==> config.mk <==
export PLATFORM = sky130hd
export DESIGN_NAME = contador_param_flat
export DESIGN_NICKNAME = d
export VERILOG_FILES = /design/src/rtl/contador_param_if.sv /design/src/rtl/contador_param.sv /design/src/flat_wrapper.sv
export SDC_FILE = /design/constraint.sdc
export NUM_CORES = 1
export LEC_CHECK = 0
export CAP_MARGIN = 20
export CORE_AREA = 10 10 47 49
export CTS_CLUSTER_SIZE = 28
export DETAILED_ROUTE_END_ITERATION = 16
export DIE_AREA = 0 0 57 59
export PLACE_DENSITY = 0.67
export SYNTH_ARGS = -nofsm -noshare
export SYNTH_HDL_FRONTEND = slang
export SYNTH_SLANG_ARGS = --single-unit
==> constraint.sdc <==
create_clock -name clk -period 3.34 [get_ports clk]
set_input_delay 0.334 -clock clk [delete_from_list [all_inputs] [get_ports clk]]
set_output_delay 0.334 -clock clk [all_outputs]
set_load 0.005 [all_outputs]
==> src/rtl/contador_param_if.sv <==
// -----------------------------------------------------------------------------
// contador_param_if
// Bundle of control and status signals for the contador_param counter.
//
// Parameters:
//   WIDTH    counter width in bits (must match the counter instance)
//
// Signals:
//   en       count enable                     (master -> slave)
//   up       count-up request                 (master -> slave)
//   down     count-down request               (master -> slave)
//   load     synchronous load strobe          (master -> slave)
//   din      load value, clamped to MAX       (master -> slave)
//   q        registered count                 (slave -> master)
//   tc_up    registered one-cycle carry       (slave -> master)
//   tc_down  registered one-cycle borrow      (slave -> master)
//   at_max   q == MAX, combinational          (slave -> master)
//   at_zero  q == 0, combinational            (slave -> master)
//
// Modports:
//   master   the controlling side (button logic, test stimulus)
//   slave    the counter itself
// -----------------------------------------------------------------------------
interface contador_param_if #(
  parameter int WIDTH = 3
);

  logic             en;
  logic             up;
  logic             down;
  logic             load;
  logic [WIDTH-1:0] din;
  logic [WIDTH-1:0] q;
  logic             tc_up;
  logic             tc_down;
  logic             at_max;
  logic             at_zero;

  modport master (
    output en,
    output up,
    output down,
    output load,
    output din,
    input  q,
    input  tc_up,
    input  tc_down,
    input  at_max,
    input  at_zero
  );

  modport slave (
    input  en,
    input  up,
    input  down,
    input  load,
    input  din,
    output q,
    output tc_up,
    output tc_down,
    output at_max,
    output at_zero
  );

endinterface

==> src/rtl/contador_param.sv <==
// -----------------------------------------------------------------------------
// contador_param
// Parametrised up/down modulo counter with synchronous load, wrap or saturate
// behaviour at the terminal values, carry/borrow pulses for cascading and an
// optional press/hold auto-repeat state machine for push-button setting.
//
// Parameters:
//   WIDTH      counter width in bits, >= 1
//   MAX        terminal count (inclusive), 1 .. 2^WIDTH-1
//   SAT        0: wrap MAX->0 and 0->MAX, 1: saturate at MAX and at 0
//   REP_EN     0: step on every cycle with a valid request
//              1: press/hold repeat (first step, pause, then periodic steps)
//   REP_DELAY  hold cycles from the first step to the second step, >= 1
//   REP_RATE   cycles between steps once repeating, >= 1
//
// Ports:
//   clk        rising-edge clock
//   reset      asynchronous, active-low reset
//   bus        contador_param_if slave modport
//                inputs : en, up, down, load, din
//                outputs: q, tc_up, tc_down (registered),
//                         at_max, at_zero (combinational from q)
//
// Per-cycle priority is load, then step, then hold. A valid request is en=1
// with exactly one of up/down high; up=down=1 counts as no request.
// -----------------------------------------------------------------------------
module contador_param #(
  parameter int WIDTH     = 3,
  parameter int MAX       = 7,
  parameter int SAT       = 0,
  parameter int REP_EN    = 0,
  parameter int REP_DELAY = 4,
  parameter int REP_RATE  = 2
) (
  input  logic             clk,
  input  logic             reset,
  contador_param_if.slave  bus
);

  // ---------------------------------------------------------------------------
  // Derived constants
  // ---------------------------------------------------------------------------
  // The repeat counter only ever holds REP_DELAY-1 or REP_RATE-1 at most,
  // so clog2 of the larger of the two is enough bits (minimum one bit).
  localparam int RC_MAXV = (REP_DELAY > REP_RATE) ? REP_DELAY : REP_RATE;
  localparam int RC_W    = (RC_MAXV > 1) ? $clog2(RC_MAXV) : 1;

  localparam logic [WIDTH-1:0] L_MAX      = WIDTH'(MAX);
  localparam logic [WIDTH-1:0] L_ZERO     = {WIDTH{1'b0}};
  localparam logic [WIDTH-1:0] L_ONE      = WIDTH'(1);
  localparam logic [RC_W-1:0]  L_RC_DELAY = RC_W'(REP_DELAY - 1);
  localparam logic [RC_W-1:0]  L_RC_RATE  = RC_W'(REP_RATE - 1);
  localparam logic [RC_W-1:0]  L_RC_ZERO  = {RC_W{1'b0}};
  localparam logic [RC_W-1:0]  L_RC_ONE   = RC_W'(1);

  // Direction encoding for the latched direction: 1 = up, 0 = down.
  localparam logic L_DIR_UP = 1'b1;

  typedef enum logic [1:0] {
    ST_IDLE   = 2'd0,
    ST_DELAY  = 2'd1,
    ST_REPEAT = 2'd2
  } state_t;

  // ---------------------------------------------------------------------------
  // Declarations
  // ---------------------------------------------------------------------------
  state_t             r_state;
  logic               r_dir;
  logic [RC_W-1:0]    r_rc;
  logic [WIDTH-1:0]   r_q;
  logic               r_tc_up;
  logic               r_tc_down;

  state_t             w_state_nxt;
  logic               w_dir_nxt;
  logic [RC_W-1:0]    w_rc_nxt;

  logic               w_req;
  logic               w_req_up;
  logic               w_new_dir;
  logic               w_step;
  logic               w_step_up;

  logic [WIDTH-1:0]   w_din_clamped;
  logic [WIDTH-1:0]   w_q_nxt;
  logic               w_tc_up_nxt;
  logic               w_tc_down_nxt;

  // ---------------------------------------------------------------------------
  // Request decode
  // ---------------------------------------------------------------------------
  // XOR rejects both the idle case and the up=down=1 conflict in one term.
  assign w_req     = bus.en & (bus.up ^ bus.down);
  assign w_req_up  = bus.up;
  // Opposite direction while holding is handled as a fresh press.
  assign w_new_dir = (w_req_up != r_dir);

  assign w_din_clamped = (bus.din > L_MAX) ? L_MAX : bus.din;

  // ---------------------------------------------------------------------------
  // Repeat FSM
  // ---------------------------------------------------------------------------

  // FSM state, latched direction and repeat down-counter registers.
  always_ff @(posedge clk or negedge reset) begin
    if (!reset) begin
      r_state <= ST_IDLE;
      r_dir   <= L_DIR_UP;
      r_rc    <= L_RC_ZERO;
    end else begin
      r_state <= w_state_nxt;
      r_dir   <= w_dir_nxt;
      r_rc    <= w_rc_nxt;
    end
  end

  // FSM next-state, next direction and next repeat-counter value.
  always_comb begin
    w_state_nxt = r_state;
    w_dir_nxt   = r_dir;
    w_rc_nxt    = r_rc;
    if (REP_EN == 0) begin
      // Repeat logic unused: park in IDLE.
      w_state_nxt = ST_IDLE;
      w_rc_nxt    = L_RC_ZERO;
    end else if (bus.load) begin
      // A load ends any hold; a request in the same cycle is ignored and is
      // seen as a new press on the following cycle.
      w_state_nxt = ST_IDLE;
      w_rc_nxt    = L_RC_ZERO;
    end else if (!w_req) begin
      w_state_nxt = ST_IDLE;
      w_rc_nxt    = L_RC_ZERO;
    end else begin
      case (r_state)
        ST_IDLE: begin
          w_state_nxt = ST_DELAY;
          w_dir_nxt   = w_req_up;
          w_rc_nxt    = L_RC_DELAY;
        end
        ST_DELAY: begin
          if (w_new_dir) begin
            w_state_nxt = ST_DELAY;
            w_dir_nxt   = w_req_up;
            w_rc_nxt    = L_RC_DELAY;
          end else if (r_rc == L_RC_ZERO) begin
            w_state_nxt = ST_REPEAT;
            w_rc_nxt    = L_RC_RATE;
          end else begin
            w_state_nxt = ST_DELAY;
            w_rc_nxt    = r_rc - L_RC_ONE;
          end
        end
        ST_REPEAT: begin
          if (w_new_dir) begin
            w_state_nxt = ST_DELAY;
            w_dir_nxt   = w_req_up;
            w_rc_nxt    = L_RC_DELAY;
          end else if (r_rc == L_RC_ZERO) begin
            w_state_nxt = ST_REPEAT;
            w_rc_nxt    = L_RC_RATE;
          end else begin
            w_state_nxt = ST_REPEAT;
            w_rc_nxt    = r_rc - L_RC_ONE;
          end
        end
        default: begin
          // Unreachable encoding: recover to a safe idle state.
          w_state_nxt = ST_IDLE;
          w_rc_nxt    = L_RC_ZERO;
        end
      endcase
    end
  end

  // FSM output: whether this cycle steps, and in which direction.
  always_comb begin
    w_step    = 1'b0;
    w_step_up = w_req_up;
    if (bus.load) begin
      w_step = 1'b0;
    end else if (!w_req) begin
      w_step = 1'b0;
    end else if (REP_EN == 0) begin
      w_step = 1'b1;
    end else begin
      case (r_state)
        ST_IDLE:   w_step = 1'b1;
        ST_DELAY:  w_step = w_new_dir | (r_rc == L_RC_ZERO);
        ST_REPEAT: w_step = w_new_dir | (r_rc == L_RC_ZERO);
        default:   w_step = 1'b0;
      endcase
    end
  end

  // ---------------------------------------------------------------------------
  // Count datapath
  // ---------------------------------------------------------------------------

  // Next count and carry/borrow: load, else step with wrap/saturate, else hold.
  always_comb begin
    w_q_nxt       = r_q;
    w_tc_up_nxt   = 1'b0;
    w_tc_down_nxt = 1'b0;
    if (bus.load) begin
      w_q_nxt = w_din_clamped;
    end else if (w_step) begin
      if (w_step_up) begin
        if (r_q < L_MAX) begin
          w_q_nxt = r_q + L_ONE;
        end else begin
          // At MAX the carry flags the overflow even when saturating.
          w_tc_up_nxt = 1'b1;
          w_q_nxt     = (SAT != 0) ? r_q : L_ZERO;
        end
      end else begin
        if (r_q > L_ZERO) begin
          w_q_nxt = r_q - L_ONE;
        end else begin
          w_tc_down_nxt = 1'b1;
          w_q_nxt       = (SAT != 0) ? r_q : L_MAX;
        end
      end
    end else begin
      w_q_nxt = r_q;
    end
  end

  // Count, carry and borrow registers.
  always_ff @(posedge clk or negedge reset) begin
    if (!reset) begin
      r_q       <= L_ZERO;
      r_tc_up   <= 1'b0;
      r_tc_down <= 1'b0;
    end else begin
      r_q       <= w_q_nxt;
      r_tc_up   <= w_tc_up_nxt;
      r_tc_down <= w_tc_down_nxt;
    end
  end

  // ---------------------------------------------------------------------------
  // Outputs
  // ---------------------------------------------------------------------------
  assign bus.q       = r_q;
  assign bus.tc_up   = r_tc_up;
  assign bus.tc_down = r_tc_down;
  // Terminal flags are decoded straight from q so cascaded logic sees them
  // in the same cycle as the count.
  assign bus.at_max  = (r_q == L_MAX);
  assign bus.at_zero = (r_q == L_ZERO);

endmodule
==> src/flat_wrapper.sv <==
// flat-port wrapper written by rule: the top's interface ports become plain ports
module contador_param_flat 
#(
  parameter int WIDTH     = 3,
  parameter int MAX       = 7,
  parameter int SAT       = 0,
  parameter int REP_EN    = 0,
  parameter int REP_DELAY = 4,
  parameter int REP_RATE  = 2
)
  (clk, reset, bus_en, bus_up, bus_down, bus_load, bus_din, bus_q, bus_tc_up, bus_tc_down, bus_at_max, bus_at_zero);
  contador_param_if #(.WIDTH(WIDTH)) bus_i ();
  input  logic clk;
  input  logic reset;
  input wire logic [$bits(bus_i.en)-1:0] bus_en;
  input wire logic [$bits(bus_i.up)-1:0] bus_up;
  input wire logic [$bits(bus_i.down)-1:0] bus_down;
  input wire logic [$bits(bus_i.load)-1:0] bus_load;
  input wire logic [$bits(bus_i.din)-1:0] bus_din;
  output wire logic [$bits(bus_i.q)-1:0] bus_q;
  output wire logic [$bits(bus_i.tc_up)-1:0] bus_tc_up;
  output wire logic [$bits(bus_i.tc_down)-1:0] bus_tc_down;
  output wire logic [$bits(bus_i.at_max)-1:0] bus_at_max;
  output wire logic [$bits(bus_i.at_zero)-1:0] bus_at_zero;
  assign bus_i.en = bus_en;
  assign bus_i.up = bus_up;
  assign bus_i.down = bus_down;
  assign bus_i.load = bus_load;
  assign bus_i.din = bus_din;
  assign bus_q = bus_i.q;
  assign bus_tc_up = bus_i.tc_up;
  assign bus_tc_down = bus_i.tc_down;
  assign bus_at_max = bus_i.at_max;
  assign bus_at_zero = bus_i.at_zero;
  contador_param #(.WIDTH(WIDTH), .MAX(MAX), .SAT(SAT), .REP_EN(REP_EN), .REP_DELAY(REP_DELAY), .REP_RATE(REP_RATE)) u_core (.clk(clk), .reset(reset), .bus(bus_i));
endmodule
==> results of run 1 <==
-- cell usage after synthesis, drive strengths merged (2+ instances only) --
cell / instances / area share, %
dfrtp: 5 / 33
ha: 4 / 13
inv: 4 / 4.0
a21oi: 3 / 4.0
nand2: 2 / 2.0
nor2b: 2 / 3.3
nor3: 2 / 4.0
or3: 2 / 4.6
xor2: 2 / 4.6
-- power by group --
| group | internal [mW] | leakage, nW | switching (mW) |
|---|---|---|---|
| combinational | 0.0370 | 0.164 | 0.0270 |
| sequential | 0.0655 | 0.0633 | 0.00728 |
| clock | 0.0452 | 0.0150 | 0.0247 |
| total | 0.148 | 0.243 | 0.0590 |
-- placed cells by master, fill, tap and decap left out, drive strengths merged, types with 2 or more instances in the layout --
cell / n
nand2: 2
ha: 4
a21oi: 3
dfrtp: 5
xor2: 2
clkdlybuf4s50: 15
inv: 4
nor2b: 2
clkbuf: 4
or3: 2
nor3: 2
-- worst max-delay path, stage by stage, from the launching register on --
cell and delay, ns:
dfrtp_1 0.42, inv_1 0.12, ha_1 0.15, nor2b_1 0.17, clkdlybuf4s50_1 0.53
-- worst min path at each step --
stage | endpoint | slack, ns | cells after the start
3_5_place_dp | u_core.bus.tc_up | 0.58 | 1
6_report | u_core.bus.tc_down | 0.31 | 1
4_1_cts | u_core.bus.q[2] | 0.32 | 1
5_1_grt | u_core.bus.q[2] | 0.33 | 1
3_3_place_gp | u_core.bus.q[2] | 0.58 | 1
2_1_floorplan | u_core.bus.q[0] | 0.04 | 0
-- flip-flops by register name (all words and copies together), names as in the netlist --
name	count
u_core.bus.tc_down	1
u_core.bus.tc_up	1
u_core.bus.q	3
-- through the flow --
stage | hold slack, ns | cell area, sq um | utilization, % | std cells | setup WS [ns]
floorplan | 0.0384 | 378 | - | 37 | 1.90
global placement | 0.576 | 537 | 38.3 | 67 | 1.44
detailed placement | 0.575 | 537 | 38.3 | 67 | 1.50
CTS | 0.318 | 563 | 40.2 | 71 | 1.34
global route | 0.326 | 563 | 40.2 | 71 | 1.23
finish | 0.313 | 563 | 40.2 | 71 | 1.36
-- per-layer routing --
layer  routed length, um  GRT usage [%]  vias to the layer above  share of wire (%)
met5                   0              0                        -                  0
met4                   0           1.01                        0                  0
met3                 122           5.79                        0                 14
met2                 416           8.84                       14                 47
met1                 344           4.95                      162                 39
li1                    -              -                      167                  -
-- area by class of cell --
class                   instances  area [sq um]  area share [%]
clock buffers                   4          26.3            4.67
well taps                      16          20.0            3.56
inverters                       4          15.0            2.67
flip-flops and latches          5           125            22.2
multi-input cells              27           226            40.2
repair buffers                 15           150            26.7
-- cell families (layout without fill, tap and decap cells) --
group | Yosys count | in the layout | synth area share (%)
buffers and inverters | 5 | 23 | 6.95
and+or+nand+nor | 11 | 11 | 20.2
adders and majority gates | 4 | 4 | 13.2
xor gates and xnor gates | 3 | 3 | 8.94
DFF | 5 | 5 | 33.1
AOI/OAI and AO/OA | 9 | 9 | 17.5
==> impl_metrics.ini, run 1 <==
[final_layout]
drive_gt1_share_pct = 14.5
antenna_cells = 0
fin_nets = 69
syn_to_final_growth_pct = 49.0
fillers = 150

[critical_path]
r2r_cells = 5
r2r_start = u_core.bus.q[0]
critPathCapture = bus_at_zero
endpoint_kind = output port
r2r_setup_slack_ns = 1.79
cp.required_ns = 3.01
cp-start-kind = flop
r2r_end = u_core.bus.q[0]
crit_type = reg -> out
cp-startpoint = u_core.bus.q[0]
critPathMaxFanout = 5
arrival_ns = 1.64

[floorplanning]
start_util_pct = 27.0
io_pins = 16
rows = 14
fp.dieH_um = 59
die_w_um = 57
core-area_sq_mm = 0.00140
dieArea_sq_mm = 0.00336

[detailed_routing]
final_antenna_net_count = 0
vias = 343
drc = 0
via_per_inst = 4.83
routedWlPerCell_um = 12.4
first_pass_iters = 4
drt_iter0_markers = 7
wirelength_um = 883

[clock_tree]
root_buffer = clkbuf_4
cts_buffer_depth = 2
post_cts_buffers = 0
clk_pin_slew_ns = 0.04
numCtsBuffers = 3
clk_latency_ns = 0.24
cts.repair.resized = 0
cts_htree_levels = 1
holdBufCountCts = 0
cts_tree = yes
cts_sinks = 5

[sta]
drv_slew = 0
post-route-period-util_pct = 59.2
max_slew_margin_pct = 75.3
fmax_mhz = 506
worst_pin_slew_ns = 0.362
setup-tns-final_ns = 0
fin_skew_ns = 0.00305
setup_viol = 0
rsz0062_at_grt = false
min_period_ns = 1.98
hold_viol = 0

[yosys]
yosysSeqAreaShare_pct = 33.1
synth_edf_count = 0
syn_inst = 37
synth_async_sr_flop_share_pct = 100
syn_nets = 50
yosysWarnings = 0
ys_seq_elements = 5
avgSynthCellArea_sq_um = 10.2
synthFlopType = dfrtp_1
synth_cell_types = 22
syn-cell-area_sq_um = 378

[power_and_ir_drop]
power.total_mw = 0.207
leakage_nw = 0.243
p_per_area_mw_per_mm2 = 367
ir_drop_mv = 0.194

[outcome]
status = finished, final reports clean

[global_route]
grt.overflow.total = 0
first_global_vias = 333
grt_max_degree = 8
grt_pass1_wl_mm = 1.41
gr-usage-all-layers_pct = 5.57
grt_antenna_before_repair = 0

[worst_hold_path]
worstHoldPathType = in -> async

[run]
max_cap_violations = 0

[placed_design]
port_buffers = 15
dpl.hpwl_um = 753
gp_congestion = 0.800
Note: power is estimated with default switching activity, not from simulation.
==> run 2: changes to the inputs <==
--- a/config.mk
+++ b/config.mk
@@ -10,7 +10,7 @@
 export CTS_CLUSTER_SIZE = 28
 export DETAILED_ROUTE_END_ITERATION = 16
 export DIE_AREA = 0 0 57 59
-export PLACE_DENSITY = 0.67
+export PLACE_DENSITY = 0.69
 export SYNTH_ARGS = -nofsm -noshare
 export SYNTH_HDL_FRONTEND = slang
 export SYNTH_SLANG_ARGS = --single-unit
==> constraint.sdc (replaced) <==
create_clock -name clk -period 1.8 [get_ports clk]
set_input_delay 0.18 -clock clk [delete_from_list [all_inputs] [get_ports clk]]
set_output_delay 0.18 -clock clk [all_outputs]
set_load 0.005 [all_outputs]
==> impl_metrics.ini, run 2 (synthesized netlist as in run 1, its figures left out) <==
[floorplanning]
start_util_pct = 27.0
dieArea_sq_mm = 0.00336
io_pins = 16
rows = 14
core-area_sq_mm = 0.00140
fp.dieH_um = 59
die_w_um = 57

[detailed_routing]
vias = 363
drc = 0
wirelength_mm = 1.06
via_per_inst = 4.91
final_antenna_net_count = 0
routedWlPerCell_um = 14.3
first_pass_iters = 4
drt_iter0_markers = 11

[sta]
setup_viol = 0
post-route-period-util_pct = 82.2
max_slew_margin_pct = 75.0
fin_skew_ns = 0.000967
fmax_mhz = 676
worst_pin_slew_ns = 0.366
setup-tns-final_ns = 0
rsz0062_at_grt = false
min_period_ns = 1.48
drv_slew = 0
hold_viol = 0

[placed_design]
gp_congestion = 0.806
port_buffers = 15
dpl.hpwl_um = 857

[clock_tree]
cts_tree = yes
cts_sinks = 5
clk_pin_slew_ns = 0.04
cts_buffer_depth = 2
cts.repair.resized = 2
post_cts_buffers = 0
holdBufCountCts = 0
clk_latency_ns = 0.24
root_buffer = clkbuf_4
numCtsBuffers = 3
cts_htree_levels = 1

[critical_path]
crit_type = reg -> reg
endpoint_kind = flop
arrival_ns = 1.60
slowest_delay_ns = 0.37
path_cells = buf_4 > ha_1 > ha_1 > a32oi_1 > o211ai_2
cp_slowest_cell = dfrtp_1
cp-start-kind = flop
critPathMaxFanout = 4
cp.required_ns = 1.92
crit_top_cell = ha_1

[run]
max_cap_violations = 0

[power_and_ir_drop]
ir_drop_mv = 0.210
p_per_area_mw_per_mm2 = 671
leakage_nw = 0.290
power.total_mw = 0.403

[global_route]
grt_antenna_before_repair = 0
grt.overflow.total = 0
grt_pass1_wl_mm = 1.64
first_global_vias = 368
grt_max_degree = 8
gr-usage-all-layers_pct = 6.38

[final_layout]
layout_commonest_cell = clkdlybuf4s50_1
largest_reg_flops = 3
drive_gt1_share_pct = 24.1
syn_to_final_growth_pct = 58.9
final_cell_mix = clkdlybuf4s50_1, dfrtp_1
antenna_cells = 0
fin_nets = 72

[outcome]
status = finished, final reports clean

[worst_hold_path]
worstHoldPathType = in -> async
run 2: cell types whose count changed in the layout (fill, tap and decap cells not counted), sizes merged:
cell	previous run	this run
buf	0	3
dlymetal6s2s	0	2
clkdlybuf4s50	15	13
run 2: path summary, 6_finish.rpt:
check,endpoint,depth (start not counted),startpoint,slack (ns)
setup / recovery,u_core.bus.q[2],5,u_core.bus.q[0],0.32
hold / removal,u_core.bus.q[0],1,reset,0.17
setup reg to reg,u_core.bus.q[2],5,u_core.bus.q[0],0.32
hold reg to reg,u_core.bus.tc_up,2,u_core.bus.q[1],0.63
max in group asynchronous,u_core.bus.q[1],1,reset,1.43
min in group clk,u_core.bus.q[0],3,bus_din[0],0.49
run 2: cell type report:
class | instances | area, sq um
well taps | 16 | 20.0
inverters | 4 | 15.0
multi-input cells | 27 | 236
flip-flops and latches | 5 | 125
fillers | 149 | 801
clock buffers | 4 | 26.3
repair buffers | 18 | 178
run 2: power breakdown:
group          internal (mW)  leakage (nW)  switching, mW
clock network         0.0840        0.0150         0.0486
logic                 0.0779         0.211         0.0598
registers              0.121        0.0633         0.0113
run 2: layer usage:
layer  vias up  global-route usage (%)  routed length (um)  share of wire (%)
li1        173                       -                   -                  -
met1       172                    5.90                 407                 38
met2        16                    11.0                 539                 51
met3         2                    3.22                  99                9.3
met4         0                    4.03                  13                1.2
met5         -                       0                   0                  0
run 2: critical path, delay by kind of cell, from the launching register on:
kind / cells / cell delay, ns
AO/OA/AOI/OAI: 2 / 0.37
buffers and inverters: 1 / 0.15
adder cells (fa/ha/maj): 2 / 0.47
flip-flops: 1 / 0.37
run 2: stage by stage:
| step | area [sq um] | util, % | cells | hold WS (ns) | setup slack (ns) |
|---|---|---|---|---|---|
| floorplan | 378 | - | 37 | -0.116 | 0.359 |
| global placement | 559 | 39.9 | 70 | 0.424 | 0.149 |
| detailed placement | 559 | 39.9 | 70 | 0.438 | 0.203 |
| CTS | 593 | 42.3 | 74 | 0.173 | 0.00493 |
| global route | 601 | 42.9 | 74 | 0.187 | 0.261 |
| finish | 601 | 42.9 | 74 | 0.168 | 0.320 |
==> run 3: changes to the inputs <==
==> constraint.sdc (replaced) <==
create_clock -name clk -period 1.3 [get_ports clk]
set_input_delay 0.13 -clock clk [delete_from_list [all_inputs] [get_ports clk]]
set_output_delay 0.13 -clock clk [all_outputs]
set_load 0.005 [all_outputs]
==> impl_metrics.ini, run 3 (synthesized netlist as in run 1, its figures left out) <==
[floorplanning]
start_util_pct = 27.0
fp.dieH_um = 59
die_w_um = 57
dieArea_sq_mm = 0.00336
io_pins = 16
rows = 14
core-area_sq_mm = 0.00140

[power_and_ir_drop]
leakage_nw = 0.341
ir_drop_mv = 0.286
p_per_area_mw_per_mm2 = 878

[sta]
final.setup.worst_slack_ns = -0.0960
min_period_ns = 1.40
hold_viol = 0
rsz0062_at_grt = true
drv_slew = 0
fin_skew_ns = 0.00796
setup_viol = 6
post-route-period-util_pct = 107
holdWs_ns = 0.0966
max_slew_margin_pct = 79.5
worst_pin_slew_ns = 0.306
fmax_mhz = 716

[placed_design]
dp.cells = 78
gp_congestion = 0.828
dpl_worst_slack_ns = -0.248
port_buffers = 15
dpl.hpwl_um = 912

[final_layout]
fin_cells = 87
largest_reg_flops = 3
fin_nets = 85
seq_area_sq_um = 126
drive_gt1_share_pct = 49.3
multi_input_area_sq_um = 298
fillers = 128
antenna_cells = 0
syn_to_final_growth_pct = 99.3
final_cell_mix = buf_4, clkdlybuf4s50_1, dfrtp_1
layout_commonest_cell = buf_4

[critical_path]
path_cells = inv_2 > ha_4 > nor2b_4 > buf_6 > a2111oi_4 > o31ai_1
slowest_delay_ns = 0.40
r2r_setup_slack_ns = -0.1
endpoint_kind = flop
r2r_end = u_core.bus.q[0]
cp_slowest_cell = dfrtp_1
r2r_start = u_core.bus.q[1]
cp.required_ns = 1.43
r2r_cells = 6
critical_path_buf_inv_count = 2
cp-start-kind = flop
crit_type = reg -> reg
critPathMaxFanout = 3
crit_family = compound AO/OA/AOI/OAI gates
arrival_ns = 1.53

[clock_tree]
cts_htree_levels = 1
root_buffer = clkbuf_4
cts_sinks = 5
cts_tree = yes
numCtsBuffers = 3
cts_buffer_depth = 2
clk_latency_ns = 0.25
clk_pin_slew_ns = 0.05

[outcome]
status = finished, violations left
violations = setup timing

[run]
max_cap_violations = 0

[global_route]
gr-usage-all-layers_pct = 7.61
grt.overflow.total = 0
grt_max_degree = 7
grt_pass1_wl_mm = 2.01
grt_antenna_before_repair = 0
first_global_vias = 422

[detailed_routing]
via_per_inst = 4.69
wirelength_mm = 1.20
drt_iter0_markers = 3
drc = 0
final_antenna_net_count = 0
first_pass_iters = 3
routedWlPerCell_um = 13.8
vias = 408

[worst_hold_path]
worstHoldPathType = in -> async
-- run 3: layout make-up --
class	instances	share of cell area [%]
sequential	5	16.8
clock buffer	4	3.49
inverter	4	1.99
multi-input combinational	27	39.5
timing repair buffer	31	35.5
tap	16	2.66
-- run 3: worst reg2reg max path, delay by kind of cell, from the launching register on --
kind	cells	cell delay, ns
AO/OA/AOI/OAI	2	0.41
flip-flops	1	0.40
buffers and inverters	2	0.19
adder cells (fa/ha/maj)	1	0.16
AND/OR/NAND/NOR	1	0.12
-- run 3: power breakdown --
group	switching (mW)	internal, mW
logic	0.119	0.170
registers	0.0135	0.169
clock network	0.0732	0.117
-- run 3: timing repair --
action / 4_1_cts / 5_1_grt
hold buffers: 0 / 0
pin swaps: 2 / 1
buffers inserted: 3 / 2
endpoints found under the setup margin: 8 / 8
resized for setup: 19 / 3
-- run 3: stage by stage --
step           utilization [%]  setup TNS, ns  power [mW]  area [sq um]
6_report                  53.8         -0.232       0.661           753
5_1_grt                   53.8         -0.725       0.713           753
4_1_cts                   50.9         -0.251       0.644           713
3_5_place_dp              45.0          -1.45       0.412           631
3_3_place_gp              45.0          -1.17       0.408           631
2_1_floorplan                -        -0.0939       0.281           389
-- run 3: worst max-delay path by stage --
stage | from | slack [ns] | end | depth (start not counted)
global route | u_core.bus.q[1] | -0.18 | u_core.bus.q[0] | 6
detailed placement | bus_up | -0.25 | u_core.bus.tc_down | 4
CTS | u_core.bus.q[0] | -0.1 | u_core.bus.q[2] | 5
finish | u_core.bus.q[1] | -0.1 | u_core.bus.q[0] | 6
global placement | bus_up | -0.21 | u_core.bus.tc_down | 4
floorplan | u_core.bus.q[0] | -0.06 | u_core.bus.q[2] | 5
-- run 3: routing by layer --
metal / wire length [um] / vias up / global-route usage, %
met5: 0 / - / 0
met4: 22 / 0 / 5.03
met3: 94 / 2 / 3.00
met2: 602 / 14 / 12.6
met1: 483 / 195 / 7.85
li1: - / 197 / -
